==> config.mk <==
export PLATFORM = sky130hd
export DESIGN_NAME = control_sequencer_flat
export DESIGN_NICKNAME = d
export VERILOG_FILES = /design/src/rtl/control_sequencer_if.sv /design/src/rtl/control_sequencer.sv /design/src/flat_wrapper.sv
export SDC_FILE = /design/constraint.sdc
export NUM_CORES = 1
export LEC_CHECK = 0
export CAP_MARGIN = 20
export CORE_MARGIN = 1
export CORE_UTILIZATION = 47
export DETAILED_ROUTE_END_ITERATION = 7
export PLACE_DENSITY = 0.89
export SYNTH_ARGS = -nofsm -noshare
export SYNTH_HDL_FRONTEND = slang
export SYNTH_SLANG_ARGS = --single-unit
==> constraint.sdc <==
create_clock -name clk -period 2.55 [get_ports clk]
set_clock_uncertainty 0.15 [all_clocks]
set_input_delay 0.51 -clock clk [delete_from_list [all_inputs] [get_ports clk]]
set_output_delay 0.51 -clock clk [all_outputs]
set_load 0.02 [all_outputs]
==> src/rtl/control_sequencer_if.sv <==
// control_sequencer_if: bus between the T-state control sequencer and the datapath.
// The sequencer consumes instruction/stall/flag_z and produces the registered
// state code, T-index, latched opcode and status flags.
// The irq/irq_ack pair exists only when CTRL_IRQ_EN is defined.
interface control_sequencer_if #(
    parameter int unsigned INST_W   = 8,
    parameter int unsigned OPCODE_W = 4,
    parameter int unsigned STATE_W  = 8,
    parameter int unsigned CYCLE_W  = 4
);
    logic [INST_W-1:0]   instruction;
    logic                stall;
    logic                flag_z;
`ifdef CTRL_IRQ_EN
    logic                irq;
    logic                irq_ack;
`endif
    logic [STATE_W-1:0]  state;
    logic [CYCLE_W-1:0]  cycle;
    logic [OPCODE_W-1:0] opcode;
    logic                inst_done;
    logic                halted;
    logic                illegal;

`ifdef CTRL_IRQ_EN
    // Sequencer side
    modport master (
        input  instruction, stall, flag_z, irq,
        output state, cycle, opcode, inst_done, halted, illegal, irq_ack
    );
    // Datapath side
    modport slave (
        output instruction, stall, flag_z, irq,
        input  state, cycle, opcode, inst_done, halted, illegal, irq_ack
    );
`else
    // Sequencer side
    modport master (
        input  instruction, stall, flag_z,
        output state, cycle, opcode, inst_done, halted, illegal
    );
    // Datapath side
    modport slave (
        output instruction, stall, flag_z,
        input  state, cycle, opcode, inst_done, halted, illegal
    );
`endif
endinterface

==> src/rtl/control_sequencer.sv <==
// control_sequencer: parametrised multicycle T-state control sequencer (fluxcore).
// T1 FETCH_PC, T2 FETCH_INST (opcode latched on the T2->T3 edge), then an
// opcode-dependent tail ending in NEXT. Supports stall, JZ, illegal-opcode flag
// and a T-state watchdog. Interrupt entry is compiled in with `define CTRL_IRQ_EN.
// All outputs come straight from registers.
module control_sequencer #(
    parameter int unsigned INST_W   = 8,
    parameter int unsigned OPCODE_W = 4,
    parameter int unsigned STATE_W  = 8,
    parameter int unsigned CYCLE_W  = 4,
    parameter int unsigned MAX_T    = 8
) (
    input  logic                clk,
    input  logic                reset,
    control_sequencer_if.master bus
);

    typedef enum logic [3:0] {
        S_IDLE       = 4'd0,
        S_FETCH_PC   = 4'd1,
        S_FETCH_INST = 4'd2,
        S_ALU_EXEC   = 4'd3,
        S_ALU_OUT    = 4'd4,
        S_REG_STORE  = 4'd5,
        S_MEM_ADDR   = 4'd6,
        S_MEM_ACCESS = 4'd7,
        S_JMP_LOAD   = 4'd8,
        S_NEXT       = 4'd9,
        S_HALT       = 4'd10,
        S_IRQ_ENTER  = 4'd11
    } state_e;

    state_e              state_q,     state_d;
    logic [CYCLE_W-1:0]  cycle_q,     cycle_d;
    logic [OPCODE_W-1:0] opcode_q,    opcode_d;
    logic                inst_done_q, inst_done_d;
    logic                halted_q,    halted_d;
    logic                illegal_q,   illegal_d;
    logic                irq_ack_q,   irq_ack_d;

    logic [OPCODE_W-1:0] inst_op;
    logic [3:0]          inst_cls;
    logic [3:0]          op_cls;
    logic [CYCLE_W-1:0]  cycle_inc;
    logic                irq_req;
    logic                watchdog;
    logic                stall_hold;
    logic                set_illegal;

    assign inst_op  = bus.instruction[INST_W-1 -: OPCODE_W];
    assign inst_cls = inst_op[OPCODE_W-1 -: 4];
    assign op_cls   = opcode_q[OPCODE_W-1 -: 4];

    // T-index advances by one per T-state and saturates instead of wrapping
    assign cycle_inc = (cycle_q == '1) ? cycle_q : cycle_q + CYCLE_W'(1);

`ifdef CTRL_IRQ_EN
    assign irq_req = bus.irq;
`else
    assign irq_req = 1'b0;
`endif

    // Watchdog fires on any working T-state that has reached the last legal index
    assign watchdog = (cycle_q == CYCLE_W'(MAX_T)) &&
                      (state_q != S_NEXT) && (state_q != S_HALT) &&
                      (state_q != S_IDLE) && (state_q != S_IRQ_ENTER);

    // Stall freezes the sequence everywhere except IDLE and HALT
    assign stall_hold = bus.stall && (state_q != S_IDLE) && (state_q != S_HALT);

    // Next-state, next T-index, opcode latch and flag updates
    always_comb begin
        state_d     = state_q;
        cycle_d     = cycle_q;
        opcode_d    = opcode_q;
        set_illegal = 1'b0;

        case (state_q)
            S_IDLE: begin
                state_d = S_FETCH_PC;
                cycle_d = CYCLE_W'(1);
            end
            S_FETCH_PC: begin
                state_d = S_FETCH_INST;
                cycle_d = cycle_inc;
            end
            S_FETCH_INST: begin
                // Decode from the live bus; the same edge latches the opcode
                opcode_d = inst_op;
                cycle_d  = cycle_inc;
                case (inst_cls)
                    4'h0:                   state_d = S_NEXT;
                    4'h1:                   state_d = S_HALT;
                    4'h4, 4'h5, 4'h6, 4'h7: state_d = S_ALU_EXEC;
                    4'h8, 4'h9:             state_d = S_MEM_ADDR;
                    4'hC:                   state_d = S_JMP_LOAD;
                    4'hD:                   state_d = bus.flag_z ? S_JMP_LOAD : S_NEXT;
                    default: begin
                        state_d     = S_NEXT;
                        set_illegal = 1'b1;
                    end
                endcase
            end
            S_ALU_EXEC: begin
                state_d = S_ALU_OUT;
                cycle_d = cycle_inc;
            end
            S_ALU_OUT: begin
                state_d = S_REG_STORE;
                cycle_d = cycle_inc;
            end
            S_REG_STORE: begin
                state_d = S_NEXT;
                cycle_d = cycle_inc;
            end
            S_MEM_ADDR: begin
                state_d = S_MEM_ACCESS;
                cycle_d = cycle_inc;
            end
            S_MEM_ACCESS: begin
                // LD writes back to the register file, ST finishes here
                state_d = (op_cls == 4'h8) ? S_REG_STORE : S_NEXT;
                cycle_d = cycle_inc;
            end
            S_JMP_LOAD: begin
                state_d = S_NEXT;
                cycle_d = cycle_inc;
            end
            S_NEXT: begin
                if (irq_req) begin
                    state_d = S_IRQ_ENTER;
                    cycle_d = '0;
                end else begin
                    state_d = S_FETCH_PC;
                    cycle_d = CYCLE_W'(1);
                end
            end
            S_HALT: begin
                if (irq_req) begin
                    state_d = S_IRQ_ENTER;
                    cycle_d = '0;
                end
            end
            S_IRQ_ENTER: begin
                state_d = S_FETCH_PC;
                cycle_d = CYCLE_W'(1);
            end
            default: begin
                state_d = S_IDLE;
                cycle_d = '0;
            end
        endcase

        // Watchdog overrides the normal successor; the index stays at MAX_T
        if (watchdog) begin
            state_d     = S_NEXT;
            cycle_d     = cycle_q;
            set_illegal = 1'b1;
        end

        // Stall has the final word: nothing moves this clock
        if (stall_hold) begin
            state_d     = state_q;
            cycle_d     = cycle_q;
            opcode_d    = opcode_q;
            set_illegal = 1'b0;
        end

        // Pulses fire only on entry, so a stalled NEXT/IRQ_ENTER does not repeat them
        inst_done_d = (state_d == S_NEXT)      && (state_q != S_NEXT);
        irq_ack_d   = (state_d == S_IRQ_ENTER) && (state_q != S_IRQ_ENTER);
        halted_d    = (state_d == S_HALT);

        if (set_illegal) begin
            illegal_d = 1'b1;
        end else if (state_d == S_FETCH_PC) begin
            illegal_d = 1'b0;
        end else begin
            illegal_d = illegal_q;
        end
    end

    // State, T-index, opcode and flag registers
    always_ff @(posedge clk or negedge reset) begin
        if (!reset) begin
            state_q     <= S_IDLE;
            cycle_q     <= '0;
            opcode_q    <= '0;
            inst_done_q <= 1'b0;
            halted_q    <= 1'b0;
            illegal_q   <= 1'b0;
            irq_ack_q   <= 1'b0;
        end else begin
            state_q     <= state_d;
            cycle_q     <= cycle_d;
            opcode_q    <= opcode_d;
            inst_done_q <= inst_done_d;
            halted_q    <= halted_d;
            illegal_q   <= illegal_d;
            irq_ack_q   <= irq_ack_d;
        end
    end

    assign bus.state     = STATE_W'(state_q);
    assign bus.cycle     = cycle_q;
    assign bus.opcode    = opcode_q;
    assign bus.inst_done = inst_done_q;
    assign bus.halted    = halted_q;
    assign bus.illegal   = illegal_q;
`ifdef CTRL_IRQ_EN
    assign bus.irq_ack   = irq_ack_q;
`else
    // Without interrupt support IRQ_ENTER is unreachable and the ack has no port
    logic unused_irq_ack;
    assign unused_irq_ack = irq_ack_q;
`endif

endmodule

==> src/flat_wrapper.sv <==
// flat-port wrapper written by rule: the top's interface ports become plain ports
module control_sequencer_flat 
#(
    parameter int unsigned INST_W   = 8,
    parameter int unsigned OPCODE_W = 4,
    parameter int unsigned STATE_W  = 8,
    parameter int unsigned CYCLE_W  = 4,
    parameter int unsigned MAX_T    = 8
)
  (clk, reset, bus_instruction, bus_stall, bus_flag_z, bus_state, bus_cycle, bus_opcode, bus_inst_done, bus_halted, bus_illegal);
  control_sequencer_if #(.INST_W(INST_W), .OPCODE_W(OPCODE_W), .STATE_W(STATE_W), .CYCLE_W(CYCLE_W)) bus_i ();
  input  logic clk;
  input  logic reset;
  input wire logic [$bits(bus_i.instruction)-1:0] bus_instruction;
  input wire logic [$bits(bus_i.stall)-1:0] bus_stall;
  input wire logic [$bits(bus_i.flag_z)-1:0] bus_flag_z;
  output wire logic [$bits(bus_i.state)-1:0] bus_state;
  output wire logic [$bits(bus_i.cycle)-1:0] bus_cycle;
  output wire logic [$bits(bus_i.opcode)-1:0] bus_opcode;
  output wire logic [$bits(bus_i.inst_done)-1:0] bus_inst_done;
  output wire logic [$bits(bus_i.halted)-1:0] bus_halted;
  output wire logic [$bits(bus_i.illegal)-1:0] bus_illegal;
  assign bus_i.instruction = bus_instruction;
  assign bus_i.stall = bus_stall;
  assign bus_i.flag_z = bus_flag_z;
  assign bus_state = bus_i.state;
  assign bus_cycle = bus_i.cycle;
  assign bus_opcode = bus_i.opcode;
  assign bus_inst_done = bus_i.inst_done;
  assign bus_halted = bus_i.halted;
  assign bus_illegal = bus_i.illegal;
  control_sequencer #(.INST_W(INST_W), .OPCODE_W(OPCODE_W), .STATE_W(STATE_W), .CYCLE_W(CYCLE_W), .MAX_T(MAX_T)) u_core (.clk(clk), .reset(reset), .bus(bus_i));
endmodule
# Yosys cells after proc, flatten, opt, wreduce, memory -nomap -nowiden
# Cells that the tools add are included.
[op_classes]
n_reduce_logical = 19
add_sub_neg = 1
muxes = 14
bitwise = 3
n_eq_ne = 30
[op_table]
columns = ["operator", "n"]
rows = [
  ["$eq 4x4->1 const B", 13],
  ["$pmux 4 s9", 1],
  ["$eq 4x3->1 const B", 8],
  ["$pmux 4 s5", 1],
  ["$mux 4", 4],
  ["$eq 4x1->1 const B", 3],
  ["$ne 4x4->1 const B", 3],
  ["$pmux 4 s3", 1],
  ["$reduce_or 10->1", 1],
  ["$eq 4x2->1 const B", 2],
  ["$logic_not 4->1", 2],
  ["$reduce_or 8->1", 1],
  ["$logic_and 1x1->1", 7],
  ["$mux 1", 7],
  ["$add 4x1->4 const B", 1],
  ["$reduce_and 4->1", 1],
  ["$reduce_bool 4->1", 1],
  ["$reduce_or 2->1", 2],
  ["$reduce_or 4->1", 1],
  ["$not 1->1", 3],
  ["$reduce_or 3->1", 1],
  ["$ne 2x2->1 const B", 1],
  ["$reduce_and 2->1", 1],
  ["$reduce_bool 2->1", 1],
]
[word_totals]
input_bits = 12
word_cells = 73
output_inout_bits = 19
ff_bits = 15

# Logic depth before layout (Yosys ltp)
[logic_depth]
depth_word = 10
depth_mapped = 9
depth_no_buf = 8

# Least setup slack after synthesis
# No wires, ideal clock.
[synth_path]
path_kind = "register to register"
start = "register u_core.cycle_q[0], in the netlist u_core.bus.cycle[0]"
end = "register u_core.inst_done_q, in the netlist u_core.bus.inst_done"
t_required_ns = 2.318
path_stages_with_launch = 10
n_path_buf = 1
period_less_slack_ns = 2.216
setup_slack_ns = 0.334
setup_ns = 0.082
arrival_time_ns = 1.985
path_cell_list = "dfrtp_1 -> inv_1 -> ha_1 -> and3b_1 -> buf_2 -> nor2_1 -> o21ai_0 -> a32oi_1 -> or4b_1 -> a31oi_1"
[synth_between]
elab_chain_cells = 9
[synth_lines]
columns = ["item", "line_no", "rtl"]
rows = [
  ["from (decl)", "control_sequencer.sv:34", "logic [CYCLE_W-1:0] cycle_q, cycle_d;"],
  ["from (signal assigned)", "control_sequencer.sv:195", "cycle_q <= cycle_d;"],
  ["$eq 4x4->1", "control_sequencer.sv:64", "assign watchdog = (cycle_q == CYCLE_W'(MAX_T)) &&"],
  ["$logic_and 1x1->1", "control_sequencer.sv:64", ""],
  ["$logic_and 1x1->1 (2 in a row)", "control_sequencer.sv:65", "(state_q != S_NEXT) && (state_q != S_HALT) &&"],
  ["$logic_and 1x1->1", "control_sequencer.sv:66", "(state_q != S_IDLE) && (state_q != S_IRQ_ENTER);"],
  ["$mux 4", "control_sequencer.sv:155", "if (watchdog) begin"],
  ["$mux 4", "control_sequencer.sv:162", "if (stall_hold) begin"],
  ["named net u_core.state_d[1]", "control_sequencer.sv:33", "state_e state_q, state_d;"],
  ["$eq 4x4->1", "control_sequencer.sv:170", "inst_done_d = (state_d == S_NEXT) && (state_q != S_NEXT);"],
  ["$logic_and 1x1->1", "control_sequencer.sv:170", ""],
  ["named net u_core.inst_done_d", "control_sequencer.sv:36", "logic inst_done_q, inst_done_d;"],
  ["to (signal assigned)", "control_sequencer.sv:197", "inst_done_q <= inst_done_d;"],
  ["to (decl)", "control_sequencer.sv:36", ""],
]
# The timed path passes the listed nets, and every way through them passes these cells.
# A chain may end at the register's enable or synchronous reset.

# Worst setup path in the final report
[layout_path]
start = "register u_core.state_q[1]"
end = "output port bus_state[1]"
[layout_lines]
columns = ["item", "line_no", "rtl"]
rows = [
  ["from (decl)", "control_sequencer.sv:33", ""],
  ["from (signal assigned)", "control_sequencer.sv:194", "state_q <= state_d;"],
  ["to (decl)", "flat_wrapper.sv:17", "output wire logic [$bits(bus_i.state)-1:0] bus_state;"],
]
# No word-level cell between the ends.

==> results <==
## timing repair
item,4_1_cts,5_1_grt
hold endpoints to repair,0,0
gates resized for setup,0,1
setup endpoints to repair,0,1
## metrics by stage
stage | worst slack (ns) | setup TNS (ns) | utilization, %
floorplan | 0.334 | 0 | -
global placement | 0.0305 | 0 | 60.8
detailed placement | -0.00111 | -0.00111 | 60.8
CTS | 0.160 | 0 | 62.0
global route | 0.0159 | 0 | 62.1
finish | 0.179 | 0 | 62.1
## kinds of logic after synthesis
kind of cell / count (synthesis) / synth area share (%)
simple gates: 44 / 21.1
compound gates: 42 / 25.9
buf+inv: 21 / 10.2
flops: 15 / 34.0
mux: 4 / 3.96
fa+ha+maj: 2 / 2.26
xor+xnor: 2 / 2.27
other cells: 1 / 0.339
## placed cells by master (no fill, tap or decap), types with 2 or more instances in the layout
cell | netlist | routed
sky130_fd_sc_hd__clkbuf_4 | 0 | 3
sky130_fd_sc_hd__o211ai_1 | 2 | 2
sky130_fd_sc_hd__a211o_1 | 2 | 2
sky130_fd_sc_hd__mux2_1 | 3 | 3
sky130_fd_sc_hd__a32oi_1 | 4 | 4
sky130_fd_sc_hd__o41ai_1 | 2 | 2
sky130_fd_sc_hd__o221ai_1 | 2 | 2
sky130_fd_sc_hd__nand3_1 | 3 | 3
sky130_fd_sc_hd__nor3_1 | 2 | 2
sky130_fd_sc_hd__a31oi_1 | 3 | 3
sky130_fd_sc_hd__o21ai_0 | 13 | 13
sky130_fd_sc_hd__inv_1 | 6 | 6
sky130_fd_sc_hd__dfrtp_1 | 15 | 15
sky130_fd_sc_hd__a21oi_1 | 5 | 5
sky130_fd_sc_hd__buf_4 | 5 | 8
sky130_fd_sc_hd__clkdlybuf4s50_1 | 0 | 22
sky130_fd_sc_hd__ha_1 | 2 | 2
sky130_fd_sc_hd__nor2_1 | 11 | 11
sky130_fd_sc_hd__nand2_1 | 13 | 13
sky130_fd_sc_hd__nor4_1 | 2 | 2
sky130_fd_sc_hd__conb_1 | 1 | 4
## where the power goes
group | total, W | switching [W] | internal (W)
logic | 0.00107 | 0.000609 | 0.000458
registers | 0.000474 | 0.000134 | 0.000339
clock network | 0.000142 | 0.0000834 | 0.0000583
## flip-flops by register name, summed over array words and instances (netlist names)
register and flops:
u_core.state_q 4, u_core.bus.opcode 4, u_core.bus.cycle 4, u_core.bus.illegal 1, u_core.bus.inst_done 1, u_core.bus.halted 1
## worst max-delay path by stage
stage	slack, ns	startpoint	to
2_1_floorplan	0.33	u_core.bus.cycle[0]	u_core.bus.inst_done
3_3_place_gp	0.03	bus_instruction[7]	u_core.bus.inst_done
3_5_place_dp	-0.001	bus_instruction[7]	u_core.bus.inst_done
4_1_cts	0.16	u_core.bus.cycle[0]	u_core.bus.inst_done
5_1_grt	0.02	u_core.bus.cycle[0]	u_core.bus.illegal
6_report	0.18	u_core.state_q[1]	bus_state[1]
## cell type report
type                    instances  area, µm²  share of cell area [%]
flip-flops and latches         15        375                    27.3
clock buffers                   3       22.5                    1.64
inverters                       7       26.3                    1.91
well taps                      28       35.0                    2.55
repair buffers                 30        280                    20.4
clock inverters                 1       5.00                   0.364
multi-input cells              98        629                    45.8
## per-layer routing
| metal | vias up | track usage [%] | share of wire (%) |
|---|---|---|---|
| met4 | 0 | 11.6 | 1.3 |
| met3 | 6 | 3.03 | 7.9 |
| met1 | 521 | 32.1 | 41 |
| met2 | 65 | 42.4 | 49 |
| li1 | 519 | - | - |
| met5 | - | 0 | 0 |
==> impl_results.rst <==
.. list-table::
   :header-rows: 1

   * - Metric
     - Value
   * - Final worst-path cycle share
     - 93.0%
   * - Root cell of the clock tree
     - sky130_fd_sc_hd__clkbuf_4
   * - CTS H-Tree Depth
     - 1
   * - Main synth FF type
     - sky130_fd_sc_hd__dfrtp_1
   * - Wire length per cell after detailed routing
     - 15.7 µm
   * - Wire length of the first global-routing pass
     - 4820 µm
   * - Net count, final
     - between 150 and 200
   * - Number of global-route vias before repair
     - 1,036
   * - Final cell count without fillers
     - 182
   * - CP endpoint kind
     - output pin
   * - DP Wirelength
     - 2050 µm
   * - Worst setup path category
     - reg2out
   * - Cell chain of the critical path
     - clkdlybuf4s50_1
   * - Total CTS buffers
     - 3
   * - Area leader, netlist
     - sky130_fd_sc_hd__dfrtp_1
   * - Number of cells produced by synthesis
     - 131
   * - Total setup buffers inserted after CTS
     - 0
   * - Worst VDD drop
     - 0.748 mV
   * - Post-route minimum period
     - 2.37 ns
   * - Area post-placement
     - 0.00135 mm²
   * - Pwr/cell area
     - 1220 mW/mm²
   * - Port-buffer cells
     - 22
   * - Logic depth of the worst register-to-register path
     - 8
   * - Share of the synthesized area in the top cell type
     - ~34%
   * - Cells after DPL
     - 178
   * - Total of max-cap violations
     - 0
   * - Fraction of the yosys area taken by sequential cells
     - 34.0%
   * - Remaining antenna violation count
     - 0
   * - Clock tree from TritonCTS
     - yes
   * - Cell area after layout
     - 0.00137 mm²
   * - Startpoint of the worst hold path
     - u_core.bus.illegal
   * - Top cell family by delay on the critical path
     - flip-flops
   * - # IOs
     - 31
   * - Core area
     - 0.00221 mm²
   * - Highest fanout seen on the critical path
     - 14
   * - Number of library cell types mapped by synthesis
     - 48
   * - # diodes
     - 0
   * - Commonest cells in the netlist
     - 15 x sky130_fd_sc_hd__dfrtp_1, 13 x sky130_fd_sc_hd__nand2_1, 13 x sky130_fd_sc_hd__o21ai_0
   * - Hold bufs inserted after CTS
     - 0
   * - Placer Congestion
     - 0.910
   * - Buffers and inverters on the worst path
     - 1
   * - Vias
     - roughly 1,100
   * - Number of iterations in the first detailed-routing pass
     - 4
   * - Iteration-0 DRC count of the detailed router
     - 67
   * - Hold Worst Slack
     - 0.369 ns
   * - Reg2Reg Capture Point
     - u_core.bus.inst_done
   * - Largest buffer count on any clock path
     - 2
   * - Count of flip-flops with a built-in enable after synthesis
     - 0
   * - Beginning of the worst register-to-register path
     - u_core.bus.cycle[0]
   * - Worst setup slack for register-to-register paths
     - 0.18 ns
   * - Unrepaired setup endpoints after global routing
     - no
   * - Async SR Flop Fraction
     - 100%
   * - Flip-flop and latch count after synthesis
     - 15
   * - Startpoint kind of the worst setup timing path
     - flip-flop
   * - Finish-stage setup viols
     - 0
   * - # rows
     - 17
   * - Clk slew on worst S/H paths
     - 0.10 ns
   * - GRT Resource Usage Total
     - 25.2%
   * - Initial antenna violation count
     - 0
   * - Endpoint with the worst hold slack
     - u_core.bus.illegal
   * - Proportion of layout cells with a drive suffix above 1
     - between 10% and 20%
   * - Worst-skew pair later-pin latency
     - 0.29 ns
   * - Die outline height
     - 50.5 µm
   * - Worst-margin pin slew
     - 0.708 ns
   * - Total power of the final layout
     - roughly 0.0017 W
   * - Number of hold violations in the final report
     - 0
   * - Worst hold path class
     - reg2reg
   * - Warning count from the yosys run
     - 0
   * - Post-synthesis cell area
     - approximately 0.0011 mm²
   * - Filler Cells Inserted
     - 188
   * - Final max-slew violation count
     - 0
   * - Number of stages on the worst setup path
     - 1
   * - Cell count of the worst hold path
     - 2
   * - TritonCTS Sinks
     - 15
   * - Area Overhead vs Synth
     - 24.3%
   * - Static leakage power
     - 0.572 nW
   * - Initial Utilization
     - 49.9%
   * - Die ar.
     - 0.00255 mm²
   * - Overall die width
     - 50.5 µm
   * - Cell with the most instances after synthesis
     - sky130_fd_sc_hd__dfrtp_1
   * - Pin count of the biggest net entering global routing
     - 19
   * - Avg Cell Area, Syn
     - 8.43 µm²
   * - Top cells by area in the synthesized netlist
     - sky130_fd_sc_hd__dfrtp_1 34%, sky130_fd_sc_hd__o21ai_0 5.9%, sky130_fd_sc_hd__nand2_1 4.4%, sky130_fd_sc_hd__nor2_1 3.7%, sky130_fd_sc_hd__buf_4 3.4%
   * - Stage delay of the slowest cell on the critical path
     - 0.71 ns
   * - Worst path slowest cell
     - sky130_fd_sc_hd__dfrtp_1
   * - Data arrival, critical path
     - between 1.5 and 2 ns
   * - FMAX
     - 422 MHz
   * - Count of unresolved DRC violations after routing
     - 0
   * - Outcome
     - finished clean
   * - GRT overflow
     - 0
   * - Max_slew headroom
     - 52.7%
   * - Vias per inst
     - between 6 and 7
   * - Required time reported for the critical path endpoint
     - ~1.9 ns
   * - Drt total wl
     - 2850 µm
Power figures use the tool's default switching activity.
